<file path="src/rtl/rom_reader_pkg.sv">
// Shared types and helpers for the ROM stream reader.
// State encoding and FIFO pointer sizing live here.
package rom_reader_pkg;

  typedef enum logic [1:0] {
    IDLE  = 2'd0,
    FETCH = 2'd1,
    DRAIN = 2'd2,
    DONE  = 2'd3
  } state_e;

  function automatic int unsigned ptr_w(
    input int unsigned depth
  );
    return (depth > 1) ? $clog2(depth) : 1;
  endfunction

endpackage

</file>
<file path="src/rtl/rom_stream_reader_if.sv">
// ROM request/response port plus the outgoing valid/ready stream.
// master = reader side, slave = ROM and consumer side.
interface rom_stream_reader_if #(
  parameter int Width = 32,
  parameter int Aw    = 11
);

  logic             rom_cs_o;
  logic [Aw-1:0]    rom_addr_o;
  logic [Width-1:0] rom_rdata_i;
  logic             rom_rvalid_i;

  logic             out_valid_o;
  logic [Width-1:0] out_data_o;
  logic             out_last_o;
  logic             out_ready_i;

  modport master (
    output rom_cs_o,
    output rom_addr_o,
    input  rom_rdata_i,
    input  rom_rvalid_i,
    output out_valid_o,
    output out_data_o,
    output out_last_o,
    input  out_ready_i
  );

  modport slave (
    input  rom_cs_o,
    input  rom_addr_o,
    output rom_rdata_i,
    output rom_rvalid_i,
    input  out_valid_o,
    input  out_data_o,
    input  out_last_o,
    output out_ready_i
  );

endinterface

</file>
<file path="src/rtl/rom_reader_fifo.sv">
// Small synchronous FIFO buffering ROM words with their last flag.
// Depth must be a power of two so the pointers wrap naturally.
module rom_reader_fifo
  import rom_reader_pkg::*;
#(
  parameter  int Width = 33,
  parameter  int Depth = 4,
  localparam int Pw    = ptr_w(Depth)
) (
  input  logic             clk_i,
  input  logic             rst_ni,
  input  logic             push_i,
  input  logic [Width-1:0] wdata_i,
  input  logic             pop_i,
  output logic [Width-1:0] rdata_o,
  output logic             full_o,
  output logic             empty_o,
  output logic [Pw:0]      count_o
);

  localparam logic [Pw:0]   CntOne = (Pw+1)'(1);
  localparam logic [Pw:0]   CntMax = (Pw+1)'(Depth);
  localparam logic [Pw-1:0] PtrOne = Pw'(1);

  logic [Width-1:0] r_mem [Depth];
  logic [Pw-1:0]    r_wptr;
  logic [Pw-1:0]    r_rptr;
  logic [Pw:0]      r_count;
  logic             w_push;
  logic             w_pop;

  assign empty_o = (r_count == '0);
  assign full_o  = (r_count == CntMax);
  assign count_o = r_count;
  assign rdata_o = r_mem[r_rptr];

  // A pop frees the slot, so push on full is fine when paired with a pop.
  assign w_pop  = pop_i & ~empty_o;
  assign w_push = push_i & (~full_o | w_pop);

  always_ff @(posedge clk_i or negedge rst_ni) begin
    if (!rst_ni) begin
      for (int i = 0; i < Depth; i++) begin
        r_mem[i] <= '0;
      end
    end else if (w_push) begin
      r_mem[r_wptr] <= wdata_i;
    end
  end

  always_ff @(posedge clk_i or negedge rst_ni) begin
    if (!rst_ni) begin
      r_wptr  <= '0;
      r_rptr  <= '0;
      r_count <= '0;
    end else begin
      if (w_push) begin
        r_wptr <= r_wptr + PtrOne;
      end
      if (w_pop) begin
        r_rptr <= r_rptr + PtrOne;
      end
      unique case (1'b1)
        (w_push && !w_pop): r_count <= r_count + CntOne;
        (w_pop && !w_push): r_count <= r_count - CntOne;
        default:            r_count <= r_count;
      endcase
    end
  end

  a_no_overflow: assert property (
    @(posedge clk_i) disable iff (!rst_ni)
    !(push_i && full_o && !pop_i)
  );

endmodule

</file>
<file path="src/rtl/rom_stream_reader.sv">
// Fetches a run of consecutive ROM words and streams them out
// through a credit-checked FIFO with a last marker.
module rom_stream_reader
  import rom_reader_pkg::*;
#(
  parameter int Width     = 32,
  parameter int Depth     = 2048,
  parameter int Aw        = $clog2(Depth),
  parameter int FifoDepth = 4
) (
  input  logic          clk_i,
  input  logic          rst_ni,
  input  logic          start_i,
  input  logic [Aw-1:0] base_addr_i,
  input  logic [Aw:0]   len_i,
  output logic          busy_o,
  output logic          done_o,
  rom_stream_reader_if.master bus
);

  localparam int Pw = ptr_w(FifoDepth);

  localparam logic [Aw-1:0] AddrOne = Aw'(1);
  localparam logic [Aw:0]   LenOne  = (Aw+1)'(1);
  localparam logic [Pw+1:0] Cap     = (Pw+2)'(FifoDepth);

  state_e         r_state;
  state_e         w_state_nxt;
  logic [Aw-1:0]  r_addr;
  logic [Aw:0]    r_issue_left;
  logic [Aw:0]    r_recv_left;
  logic           r_inflight;

  logic           w_accept;
  logic           w_cs;
  logic           w_last_issue;
  logic           w_push;
  logic           w_push_last;
  logic           w_pop;
  logic           w_full;
  logic           w_empty;
  logic [Pw:0]    w_count;
  logic [Pw+1:0]  w_credit;
  logic [Width:0] w_head;

  assign w_accept = (r_state == IDLE) && start_i;

  // Pops this cycle are not credited; the check only gets stricter.
  assign w_credit = {1'b0, w_count}
                  + {{(Pw+1){1'b0}}, r_inflight};

  assign w_cs = (r_state == FETCH)
             && (r_issue_left != '0)
             && (w_credit < Cap);

  assign w_last_issue = w_cs && (r_issue_left == LenOne);

  assign w_push      = bus.rom_rvalid_i & r_inflight;
  assign w_push_last = (r_recv_left == LenOne);
  assign w_pop       = bus.out_valid_o & bus.out_ready_i;

  rom_reader_fifo #(
    .Width (Width + 1),
    .Depth (FifoDepth)
  ) u_fifo (
    .clk_i   (clk_i),
    .rst_ni  (rst_ni),
    .push_i  (w_push),
    .wdata_i ({w_push_last, bus.rom_rdata_i}),
    .pop_i   (w_pop),
    .rdata_o (w_head),
    .full_o  (w_full),
    .empty_o (w_empty),
    .count_o (w_count)
  );

  always_comb begin
    w_state_nxt = r_state;
    unique case (r_state)
      IDLE: begin
        if (start_i) begin
          w_state_nxt = (len_i == '0) ? DONE : FETCH;
        end
      end
      FETCH: begin
        if (w_last_issue) begin
          w_state_nxt = DRAIN;
        end
      end
      DRAIN: begin
        if (w_pop && w_head[Width]) begin
          w_state_nxt = DONE;
        end
      end
      DONE:    w_state_nxt = IDLE;
      default: w_state_nxt = IDLE;
    endcase
  end

  always_ff @(posedge clk_i or negedge rst_ni) begin
    if (!rst_ni) begin
      r_state <= IDLE;
    end else begin
      r_state <= w_state_nxt;
    end
  end

  always_ff @(posedge clk_i or negedge rst_ni) begin
    if (!rst_ni) begin
      r_addr       <= '0;
      r_issue_left <= '0;
      r_recv_left  <= '0;
      r_inflight   <= 1'b0;
    end else begin
      r_inflight <= w_cs;
      if (w_accept) begin
        r_addr       <= base_addr_i;
        r_issue_left <= len_i;
        r_recv_left  <= len_i;
      end else begin
        if (w_cs) begin
          r_addr       <= r_addr + AddrOne;
          r_issue_left <= r_issue_left - LenOne;
        end
        if (w_push) begin
          r_recv_left <= r_recv_left - LenOne;
        end
      end
    end
  end

  assign busy_o = (r_state == FETCH) || (r_state == DRAIN);
  assign done_o = (r_state == DONE);

  assign bus.rom_cs_o    = w_cs;
  assign bus.rom_addr_o  = r_addr;
  assign bus.out_valid_o = ~w_empty;
  assign bus.out_data_o  = w_head[Width-1:0];
  assign bus.out_last_o  = w_head[Width] & ~w_empty;

  a_rvalid_expected: assert property (
    @(posedge clk_i) disable iff (!rst_ni)
    bus.rom_rvalid_i |-> r_inflight
  );

  a_fifo_room: assert property (
    @(posedge clk_i) disable iff (!rst_ni)
    !(w_push && w_full && !w_pop)
  );

endmodule

</file>
<file path="src/flat_wrapper.sv">
// flat-port wrapper written by rule: the top's interface ports become plain ports
module rom_stream_reader_flat import rom_reader_pkg::*;
#(
  parameter int Width     = 32,
  parameter int Depth     = 2048,
  parameter int Aw        = $clog2(Depth),
  parameter int FifoDepth = 4
)
  (clk_i, rst_ni, start_i, base_addr_i, len_i, busy_o, done_o, bus_rom_cs_o, bus_rom_addr_o, bus_rom_rdata_i, bus_rom_rvalid_i, bus_out_valid_o, bus_out_data_o, bus_out_last_o, bus_out_ready_i);
  rom_stream_reader_if #(.Width(Width), .Aw(Aw)) bus_i ();
  input  logic clk_i;
  input  logic rst_ni;
  input  logic start_i;
  input  logic [Aw-1:0] base_addr_i;
  input  logic [Aw:0] len_i;
  output logic busy_o;
  output logic done_o;
  output wire logic [$bits(bus_i.rom_cs_o)-1:0] bus_rom_cs_o;
  output wire logic [$bits(bus_i.rom_addr_o)-1:0] bus_rom_addr_o;
  input wire logic [$bits(bus_i.rom_rdata_i)-1:0] bus_rom_rdata_i;
  input wire logic [$bits(bus_i.rom_rvalid_i)-1:0] bus_rom_rvalid_i;
  output wire logic [$bits(bus_i.out_valid_o)-1:0] bus_out_valid_o;
  output wire logic [$bits(bus_i.out_data_o)-1:0] bus_out_data_o;
  output wire logic [$bits(bus_i.out_last_o)-1:0] bus_out_last_o;
  input wire logic [$bits(bus_i.out_ready_i)-1:0] bus_out_ready_i;
  assign bus_rom_cs_o = bus_i.rom_cs_o;
  assign bus_rom_addr_o = bus_i.rom_addr_o;
  assign bus_i.rom_rdata_i = bus_rom_rdata_i;
  assign bus_i.rom_rvalid_i = bus_rom_rvalid_i;
  assign bus_out_valid_o = bus_i.out_valid_o;
  assign bus_out_data_o = bus_i.out_data_o;
  assign bus_out_last_o = bus_i.out_last_o;
  assign bus_i.out_ready_i = bus_out_ready_i;
  rom_stream_reader #(.Width(Width), .Depth(Depth), .Aw(Aw), .FifoDepth(FifoDepth)) u_core (.clk_i(clk_i), .rst_ni(rst_ni), .start_i(start_i), .base_addr_i(base_addr_i), .len_i(len_i), .busy_o(busy_o), .done_o(done_o), .bus(bus_i));
endmodule
</file>
<file path="config.mk">
export PLATFORM = sky130hd
export DESIGN_NAME = rom_stream_reader_flat
export DESIGN_NICKNAME = d
export VERILOG_FILES = /design/src/rtl/rom_reader_pkg.sv /design/src/rtl/rom_stream_reader_if.sv /design/src/rtl/rom_reader_fifo.sv /design/src/rtl/rom_stream_reader.sv /design/src/flat_wrapper.sv
export SDC_FILE = /design/constraint.sdc
export NUM_CORES = 1
export LEC_CHECK = 0
export CAP_MARGIN = 20
export CORE_MARGIN = 3
export CORE_UTILIZATION = 45
export DETAILED_ROUTE_END_ITERATION = 7
export PLACE_DENSITY = 0.7
export SLEW_MARGIN = 10
export SYNTH_ARGS = -nofsm -noshare
export SYNTH_HDL_FRONTEND = slang
export SYNTH_SLANG_ARGS = --single-unit
</file>
<file path="constraint.sdc">
create_clock -name clk_i -period 2.5 [get_ports clk_i]
set_input_delay 0.5 -clock clk_i [delete_from_list [all_inputs] [get_ports clk_i]]
set_output_delay 0.5 -clock clk_i [all_outputs]
set_load 0.1 [all_outputs]
</file>
# Word level (Yosys, flattened, before mapping)
# Index checks and enable logic that the tools add are counted.
dict set report op_classes {
  reduce_logical 19
  bitwise 10
  add_sub_neg 8
  eq_ne 9
  n_lt_le_gt_ge 4
  n_mux 18
}
# cell count
set ops {}
lappend ops {{$bwmux 132} 1}
lappend ops {{$mux 33} 3}
lappend ops {{$bmux 33 s2} 1}
lappend ops {{$demux 33 s2} 1}
lappend ops {{$mux 12} 4}
lappend ops {{$eq 12x1->1 const B} 2}
lappend ops {{$sub 12x1->12 const B} 2}
lappend ops {{$mux 11} 2}
lappend ops {{$logic_not 12->1} 1}
lappend ops {{$reduce_bool 12->1} 1}
lappend ops {{$add 11x1->11 const B} 1}
lappend ops {{$logic_and 1x1->1} 8}
lappend ops {{$mux 2} 4}
lappend ops {{$pmux 2 s4} 1}
lappend ops {{$ge 3x3->1 const B} 2}
lappend ops {{$not 2->3} 2}
lappend ops {{$pmux 3 s2} 1}
lappend ops {{$reduce_bool 2->1} 3}
lappend ops {{$and 1x1->1} 5}
lappend ops {{$add 2x1->2 const B} 2}
lappend ops {{$add 3x1->4} 1}
lappend ops {{$eq 2x2->1 const B} 2}
lappend ops {{$lt 4x3->1 const B} 1}
lappend ops {{$ne 2x1->1 const B} 2}
lappend ops {{other kinds (13)} 15}
dict set report word_totals {
  wordCells 80
  regBits 177
  out_inout_bits 48
}

# Longest topological paths before layout
dict set report depth {
  depth_word 9
  mapped_depth 8
  ltp_nobuf 7
}

# Cells and area by module
# Synthesis repeated with hierarchy kept, for this count alone.
dict set report unflattened {
  cells_unflattened 620
  area_unflattened_um2 8509.4
}
# module area_per_inst_um2 cells_per_inst n_inst seq_area_each_um2
set modules_own_cells {}
lappend modules_own_cells {rom_reader_fifo 6150.9 358 1 3478.3}
lappend modules_own_cells {rom_stream_reader 2358.5 262 1 950.9}

# Worst setup path before layout
# No wires, ideal clock.
dict set report synth_timing {
  kind {reg-to-output}
  startpoint {reg u_core.u_fifo.r_count[0], in the netlist u_core.u_fifo.count_o[0]}
  endpoint {out bus_out_last_o}
  stages_incl_launch_ff 3
  slack_ns -0.015
  t_arrival_ns 2.015
  cell_sequence {dfrtp_1 -> or3_1 -> and2_1}
}
dict set report synth_via {
  elab_chain_cells 3
}
# element line_no
set synth_lines {}
lappend synth_lines {{start, declared} rom_reader_fifo.sv:28} ;# logic [Pw:0] r_count;
lappend synth_lines {{start signal, assigned} rom_reader_fifo.sv:64} ;# (w_push && !w_pop): r_count <= r_count + CntOne;
lappend synth_lines {{start signal, assigned} rom_reader_fifo.sv:65} ;# (w_pop && !w_push): r_count <= r_count - CntOne;
lappend synth_lines {{start signal, assigned} rom_reader_fifo.sv:66} ;# default: r_count <= r_count;
lappend synth_lines {{$logic_not 3->1} rom_reader_fifo.sv:32} ;# assign empty_o = (r_count == '0);
lappend synth_lines {{$not 1->1} --}
lappend synth_lines {{via bus_out_valid_o} flat_wrapper.sv:22} ;# output wire logic [$bits(bus_i.out_valid_o)-1:0] bus_out_valid_o;
lappend synth_lines {{$and 1x1->1} rom_stream_reader.sv:139} ;# assign bus.out_last_o = w_head[Width] & ~w_empty;
lappend synth_lines {{end, declared} flat_wrapper.sv:24} ;# output wire logic [$bits(bus_i.out_last_o)-1:0] bus_out_last_o;
# The timed path passes the listed nets, and every way through them passes these cells.

# Worst setup path in the final report
dict set report layout_timing {
  startpoint {reg u_core.u_fifo.r_rptr[0]}
  endpoint {out bus_out_data_o[22]}
}
dict set report layout_via {
  elab_chain_cells 4
}
# element line_no
set layout_lines {}
lappend layout_lines {{start, declared} rom_reader_fifo.sv:27} ;# logic [Pw-1:0] r_rptr;
lappend layout_lines {{start signal, assigned} rom_reader_fifo.sv:61} ;# r_rptr <= r_rptr + PtrOne;
lappend layout_lines {{$not 2->3 (not written as such)} rom_reader_fifo.sv:35} ;# assign rdata_o = r_mem[r_rptr];
lappend layout_lines {{$bmux 33 s2} rom_reader_fifo.sv:35}
lappend layout_lines {{$mux 33 (not written as such) (2 in a row)} rom_reader_fifo.sv:35}
lappend layout_lines {{end, declared} flat_wrapper.sv:23} ;# output wire logic [$bits(bus_i.out_data_o)-1:0] bus_out_data_o;
# No other way between the ends. The select of a mux whose other input is x is not followed.

==> impl_metrics.yaml <==
outcome:
  status: "complete, no violations"
sta:
  finalSetupTns_ps: 0
  finalCritPeriodShare: 0.9576
  maxSlewViolCount: 0
  skew_ps: 8.700
  setup_viol: 0
  rsz0062_at_grt: "no"
  max_freq_ghz: 0.4177
  finalHoldViolCount: 0
  tightestPinTransition_ps: 687.0
  maxSlewHeadroom: 0.5409
  period_needed_ps: 2394
die:
  die-area_mm2: 0.01996
  die_w_um: 141.3
  die_h_um: 141.3
  io_pins: 108
  start_util: 0.4679
  fp-row-count: 48
  core_area_mm2: 0.01760
finish:
  layout-drive-gt1-share: 0.3908
  fin_nets: 801
  area_growth_pct: 30.33
  fin_area_mm2: 0.01073
  diodes: 0
  nFillCells: 1337
synth:
  synth.avg_cell_area_um2: 13.77
  synth_area_mm2: 0.008234
  synth_edf_count: 0
  yosysWarnings: 0
  synth_top_flop_cell: "dfrtp_1"
  seq_area_frac_synth: 0.5379
  synth_cells: 598
  synthArstFlopShare: 1.000
  synth_nets: 674
  yosysUniqueCellTypes: 42
  ys_ff_latch: 177
placement:
  portBuffers: 107
  gp_congestion: 0.8201
  dpl_cell_area_mm2: 0.01010
  hpwl_um: 12840
setup_path:
  cp.arrival_ps: 1890
  crit_required_ps: 2000
  path_buf_inv: 2
  critPathLaunchType: "flip-flop"
  cp-startpoint: "u_core.u_fifo.r_rptr[0]"
  endpoint: "bus_out_data_o[22]"
  cp.depth: 3
  crit_family: "multiplexers"
  crit_fanout: 8
  r2r_setup_slack_ps: 490
  path_class: "flip-flop to output pin"
  timing.rr.end: "u_core.r_state[1]"
  worst_path_max_delay_cell: "mux4_2"
  crit_path_cell_trace: "buf_4, mux4_2, buf_12"
  r2r-start: "u_core.r_state[1]"
  cpPeakStageDelay_ps: 590
  end_kind: "output pin"
  rr_worst_depth: 9
grt:
  grtUsageTotal: 0.1927
  grt_first_pass_wirelength_um: 30310
  grt_max_degree: 66
  grt_pass1_vias: 5895
  antenna_found_initial: 0
  gr-total-overflow: 0
route:
  drt-total-wl_um: 18040
  antenna_left: 0
  first_pass_iters: 4
  wl_per_cell_um: 18.75
  drt_iter0_drc: 251
  via_per_inst: 5.543
  vias: 5332
  drc: 0
clock_network:
  cts_made_buffers: 17
  h-tree-depth: 4
  cts_root_buf: "clkbuf_16"
  path_clk_slew_ps: 60
  tritoncts: "built"
  cts_buffer_depth: 2
  cts.sinks: 177
  insertion_delay_ps: 430
hold_path:
  hold_path.class: "input pin to asynchronous set/reset pin"
flow_run:
  drv_cap: 0
routing by layer:
| metal | track usage | up-vias | wire length [um] |
|---|---|---|---|
| met1 | 0.2489 | 2760 | 7837 |
| met3 | 0.05123 | 15 | 849 |
| met4 | 0.05405 | 0 | 214 |
| met5 | 0 | - | 0 |
| li1 | - | 2434 | - |
| met2 | 0.3228 | 123 | 9134 |
cell usage after synthesis, types with 3 or more instances:
master | count | area [um^2]
buf_2 | 16 | 80.08
inv_1 | 12 | 45.04
o21ai_0 | 5 | 25.02
mux4_2 | 33 | 743.2
nand4_1 | 11 | 68.82
dfrtp_1 | 177 | 4429
nand2_1 | 18 | 67.56
nor2_1 | 32 | 120.1
ha_1 | 15 | 187.7
mux2_2 | 132 | 1486
a21oi_1 | 34 | 170.2
xnor2_1 | 16 | 140.1
nor2b_1 | 5 | 31.28
or3_1 | 4 | 25.02
clkbuf_1 | 11 | 41.29
nor4_1 | 10 | 62.56
and2_1 | 4 | 25.02
xor2_1 | 18 | 157.7
nand3_1 | 10 | 50.05
nor3_1 | 6 | 30.03
mux2i_1 | 3 | 30.03
state kept, by name (all words and copies together) (netlist names):
signal and flops:
u_core.u_fifo.r_mem 132, u_core.r_issue_left 12, u_core.r_recv_left 12, u_core.bus.rom_addr_o 11
u_core.u_fifo.count_o 3, u_core.r_state 2, u_core.u_fifo.r_rptr 2, u_core.u_fifo.r_wptr 2
u_core.r_inflight 1
per-stage QoR:
stage / hold WS [ps] / utilization / instances / setup slack, ps
2_1_floorplan: 204.4 / - / 598 / 197.4
3_3_place_gp: 467.4 / 0.5740 / 929 / 240.2
3_5_place_dp: 479.1 / 0.5740 / 929 / 167.6
4_1_cts: 15.39 / 0.6089 / 960 / 22.21
5_1_grt: 35.81 / 0.6099 / 962 / 21.91
6_report: 20.26 / 0.6099 / 962 / 106.1
worst reg2reg max path: stages (launching register included):
cell     delay [ps]
dfrtp_1         410
inv_2           100
ha_1            170
nor2b_2         180
and2_4          170
buf_4           110
buf_4           140
nand4_1         110
a221o_1         360
mux2i_1         140
layout make-up:
type / instances / area, um^2 / share of cell area
clock buffers: 21 / 450.4 / 0.04197
well taps: 225 / 281.5 / 0.02623
flip-flops and latches: 177 / 4432 / 0.4130
clock inverters: 10 / 160.2 / 0.01492
repair buffers: 137 / 1715 / 0.1598
multi-input cells: 380 / 3647 / 0.3399
inverters: 12 / 45.04 / 0.004197
kinds of logic after synthesis:
logic type      synth area share
simple gates             0.07340
fa+ha+maj                0.02522
flops                     0.5379
buf+inv                  0.02112
compound gates           0.03176
xor+xnor                 0.03616
mux                       0.2744
worst min path at each step:
stage          startpoint                       end  cells past startpoint
2_1_floorplan      rst_ni  u_core.bus.rom_addr_o[0]                      0
3_3_place_gp       rst_ni  u_core.u_fifo.r_mem[110]                      1
3_5_place_dp       rst_ni   u_core.u_fifo.r_mem[77]                      1
4_1_cts            rst_ni   u_core.u_fifo.r_mem[73]                      1
5_1_grt            rst_ni   u_core.u_fifo.r_mem[11]                      1
6_report           rst_ni   u_core.u_fifo.r_mem[11]                      1
repair_timing:
| item | CTS | global route |
|---|---|---|
| buffers inserted | 0 | 2 |
| hold buffers | 0 | 0 |
| setup endpoints to repair | 1 | 1 |
| gates resized for setup | 4 | 2 |
placed cells by master (no fill, tap or decap), types with 4 or more instances in the layout:
cell type        Yosys  routed
dfrtp_1            177     175
clkdlybuf4s50_1      0      58
clkbuf_16            0      17
xor2_1              18      18
xnor2_1             16      16
a21oi_1             34      34
nor4_1              10      10
nand2_2              0       4
bufinv_16            0       4
o21ai_0              5       5
buf_12               0      43
buf_4                0      35
inv_1               12      10
nor3_1               6       6
mux4_2              33      33
nand2_1             18      14
nor2b_1              5       4
or3_1                4       4
nand3_1             10      10
nor2_1              32      32
mux2_2             132     132
nand4_1             11      11
ha_1                15      15
Power is not shown: default switching activity piles up to over one toggle a cycle in this logic, so the estimate is an artifact.
